`src/rtl/alu_mul_seq.sv`:
```
// Shift-and-add 16x16 multiplier that borrows the shared Hack ALU.
// Product is the low WIDTH bits, valid for signed and unsigned operands.
module alu_mul_seq #(
    parameter int WIDTH = 16,
    parameter int ITER  = 16
) (
    input  logic             clk,
    input  logic             reset,
    input  logic             start,
    input  logic [WIDTH-1:0] a,
    input  logic [WIDTH-1:0] b,
    output logic             busy,
    output logic             done,
    output logic [WIDTH-1:0] product,
    output logic [WIDTH-1:0] alu_x,
    output logic [WIDTH-1:0] alu_y,
    output logic             alu_zx,
    output logic             alu_nx,
    output logic             alu_zy,
    output logic             alu_ny,
    output logic             alu_f,
    output logic             alu_no,
    input  logic [WIDTH-1:0] alu_out
);

    typedef enum logic [1:0] {
        IDLE,
        ADD,
        DBL,
        DONE
    } state_t;

    localparam logic [4:0] LAST = 5'(ITER - 1);
    localparam logic [5:0] OP_ADD = 6'b000010;
    localparam logic [5:0] OP_ZERO = 6'b101010;

    state_t           state;
    logic [WIDTH-1:0] acc;
    logic [WIDTH-1:0] a_sh;
    logic [WIDTH-1:0] b_sh;
    logic [4:0]       cnt;
    logic [5:0]       ctrl;

    always_ff @(posedge clk) begin
        if (reset) begin
            state   <= IDLE;
            acc     <= '0;
            a_sh    <= '0;
            b_sh    <= '0;
            cnt     <= '0;
            product <= '0;
            busy    <= 1'b0;
            done    <= 1'b0;
        end else begin
            unique case (state)
                IDLE: begin
                    done <= 1'b0;
                    if (start) begin
                        acc   <= '0;
                        a_sh  <= a;
                        b_sh  <= b;
                        cnt   <= '0;
                        busy  <= 1'b1;
                        state <= ADD;
                    end
                end
                ADD: begin
                    if (b_sh[0]) acc <= alu_out;
                    state <= DBL;
                end
                DBL: begin
                    a_sh <= alu_out;
                    b_sh <= b_sh >> 1;
                    cnt  <= cnt + 5'd1;
                    if (cnt == LAST) begin
                        product <= acc;
                        busy    <= 1'b0;
                        done    <= 1'b1;
                        state   <= DONE;
                    end else begin
                        state <= ADD;
                    end
                end
                DONE: begin
                    done  <= 1'b0;
                    state <= IDLE;
                end
                default: state <= IDLE;
            endcase
        end
    end

    // Operand/control drive depends only on state and registers, never on alu_out.
    always_comb begin
        alu_x = '0;
        alu_y = '0;
        ctrl  = OP_ZERO;
        unique case (state)
            ADD: begin
                alu_x = acc;
                alu_y = a_sh;
                ctrl  = OP_ADD;
            end
            DBL: begin
                alu_x = a_sh;
                alu_y = a_sh;
                ctrl  = OP_ADD;
            end
            default: begin
                alu_x = '0;
                alu_y = '0;
                ctrl  = OP_ZERO;
            end
        endcase
    end

    assign {alu_zx, alu_nx, alu_zy, alu_ny, alu_f, alu_no} = ctrl;

endmodule

```
`config.mk`:
```
export PLATFORM = sky130hd
export DESIGN_NAME = alu_mul_seq
export DESIGN_NICKNAME = d
export VERILOG_FILES = /design/src/rtl/alu_mul_seq.sv
export SDC_FILE = /design/constraint.sdc
export NUM_CORES = 1
export LEC_CHECK = 0
export CAP_MARGIN = 25
export CORE_MARGIN = 2
export CORE_UTILIZATION = 30
export DETAILED_ROUTE_END_ITERATION = 10
export SLEW_MARGIN = 20
export SYNTH_ARGS = -nofsm -noshare
export SYNTH_HDL_FRONTEND = slang
export SYNTH_SLANG_ARGS = --single-unit
```
`constraint.sdc`:
```
create_clock -name clk -period 2 [get_ports clk]
set_input_delay 0.4 -clock clk [delete_from_list [all_inputs] [get_ports clk]]
set_output_delay 0.4 -clock clk [all_outputs]
set_load 0.1 [all_outputs]
```
==> summary.txt <==
Layout
  • Layout cells sized above 1: 0.300
  • Post-route insts no fill: 604
  • Fill cells: 999
  • Most frequent cells in the layout: dfxtp_1 (71), clkdlybuf4s50_1 (49), nand2_1 (37), buf_12 (37), nor2_1 (35)
  • Ant. Diodes: 0
  • Layout Nets: 517
  • Layout area overhead: 60.5%
  • Finished Core Util: 0.492
  • Multi-input logic area: approximately 1800 sq um
  • Most common cell after layout, fill and taps aside: dfxtp_1
  • Sequential Area: 1470 sq um

Clocking
  • Root Buffer: clkbuf_8
  • Clock Sinks: 73
  • Number of CTS-inserted buffers: 9
  • Clock Tree Buf Depth: 2
  • H-tree depth: 3
  • Clock transition at path regs: 0.08 ns
  • CTS Hold Bufs: 0
  • TritonCTS clock tree: done
  • Clk_lat worst skew: 0.35 ns

Drt
  • DRC viols: 0
  • Drt first-iter violations: 124
  • Routed via count: roughly 3000
  • Final wirelength: 9500 um
  • Drt pass-1 iters: 4
  • Via density: 4.89
  • ANT nets after route: 0
  • DR WL/cell: 15.7 um

Setup path
  • Crit start category: flop
  • Critical path launch point: state[1]
  • CP required: 1.60 ns
  • Worst R2R Path Depth: 5
  • Worst EP arrival: 1.76 ns
  • Setup slack, reg-to-reg: 0.12 ns
  • RR Startpoint: state[1]
  • Max FO, Critical Path: 6
  • Crit end category: output port
  • Crit Path Category: reg -> out

Synth
  • Syn Inst Count: 356
  • Netlist cell types: 31
  • Ys Warns: 0
  • Post-synth EDFFs: 0
  • Cell Area, Synth: 3310 sq um
  • Ys flop type: dfxtp_1
  • Asr flop ratio synth: 0
  • Post-synthesis sequential area ratio: 0.442
  • Yosys reg bits: 73
  • Avg Synthesized Cell Area: 9.30 sq um

STA
  • Final worst slack: -0.160 ns
  • Crit share post-route: 1.08
  • Unrepaired setup endpoints after global routing: yes
  • Final Hold Fails: 0
  • Slew HR: 0.466
  • Setup violations, final: 27
  • Pins Over Slew Limit: 0
  • Max Fclk: 463 MHz
  • Tightest Pin Transition: ~0.80 ns
  • Final Critical Period: approximately 2.2 ns
  • Setup Skew: between 0.01 and 0.015 ns

Flow run
  • Max Cap Violations: 0

Min path
  • Hold Crit Start: product[4]
  • Hold Crit Depth: 2
  • Hold crit path type: reg -> reg

Floorplanning
  • Die X: 109 um
  • Top Ports: 107
  • Height of the die: around 110 um
  • FP Rows: 38
  • Die Area: 11900 sq um
  • Core area: 10800 sq um
  • Starting Density: 0.307

Pwr
  • Total power: 5.81 mW
  • Power Density: 1090 nW/um^2
  • Maximum VDD drop: between 500 and 600 uV
  • Pleak: between 2 and 2.5 nW

Placement
  • Inst Count DP: 580
  • PortBufs: 102
  • Dpl hpwl: 6620 um
  • RD Place Congestion: 0.790

Status
  • Failing checks: setup timing
  • Status: complete, but fails checks

GRT
  • Vias in the first global route: 2932
  • Overall Global Routing Usage: 0.165
  • First-pass GRT wire length: approximately 15000 um
  • Largest net degree at the start of global routing: 53
  • Initial antenna violation count: 0
  • GRT overflow: 0
## synth_stat cells (3+ instances only)
cell type,count,area share
mux2i_1,32,0.097
dfxtp_1,73,0.44
a21oi_1,22,0.033
nor2_1,35,0.040
and2_1,19,0.036
a22o_1,32,0.085
nor2b_1,3,0.0057
inv_1,5,0.0057
buf_6,4,0.014
a211oi_1,31,0.070
nand3b_1,4,0.0091
buf_4,10,0.023
buf_2,9,0.014
o21ai_0,3,0.0045
ha_1,7,0.026
clkbuf_1,11,0.012
nand2_1,37,0.042
## final timing paths
kind	end
worst min register to register	product[4]
worst max register to register	acc[3]
worst max-delay path	alu_x[13]
worst min-delay path	product[4]
## stage by stage
| step | setup WS [ns] | hold WS, ns | TNS (ns) | instance area [sq um] |
|---|---|---|---|---|
| floorplan | -0.0902 | 0.432 | -0.155 | 3480 |
| global placement | 0.0420 | 0.445 | 0 | 4860 |
| detailed placement | 0.0101 | 0.451 | 0 | 4860 |
| CTS | -0.178 | 0.463 | -3.06 | 5290 |
| global route | -0.207 | 0.484 | -4.10 | 5310 |
| finish | -0.160 | 0.460 | -2.44 | 5310 |
## critical path: stages, from the launching register on
cell and delay [ns]:
dfxtp_4 0.38, inv_4 0.04, ha_4 0.25, and2_4 0.17
buf_8 0.15, a22o_4 0.26, buf_12 0.16
## what timing repair did
action | CTS | global route
resized for setup | 37 | 6
setup endpoints to repair | 29 | 44
pin swaps | 16 | 2
hold endpoints to repair | 0 | 0
gates cloned | 2 | 0
buffers inserted | 5 | 1
## area by class of cell
cell class              count  area share
multi-input cells         244       0.343
repair buffers            126       0.296
flip-flops and latches     73       0.276
well taps                 140      0.0330
clock inverters             7      0.0236
clock buffers               9      0.0233
inverters                   5     0.00518
## power breakdown
group / total, mW / internal [mW] / switching [mW] / leakage (nW)
clock network: 1.43 / 0.841 / 0.589 / 0.124
logic: 2.59 / 1.08 / 1.51 / 1.37
registers: 1.79 / 1.64 / 0.147 / 0.597
## flip-flops by register name, summed over array words and instances (netlist names)
name     flops
busy         1
cnt          5
product     16
state        2
b_sh        16
done         1
acc         16
a_sh        16
## cell families after synthesis
group / after synthesis / share of synthesized area
simple gates: 106 / 0.149
compound gates: 93 / 0.205
flops: 73 / 0.442
buf+inv: 41 / 0.0718
mux: 34 / 0.104
fa+ha+maj: 7 / 0.0265
other cells: 2 / 0.00227
## layer usage
metal,wire (um),GRT usage,share of wire
met5,0,0,0
met1,4280,0.216,0.45
met3,615,0.0532,0.065
met4,76,0.0357,0.0080
met2,4530,0.267,0.48
Note: power is estimated with default switching activity, not from simulation.
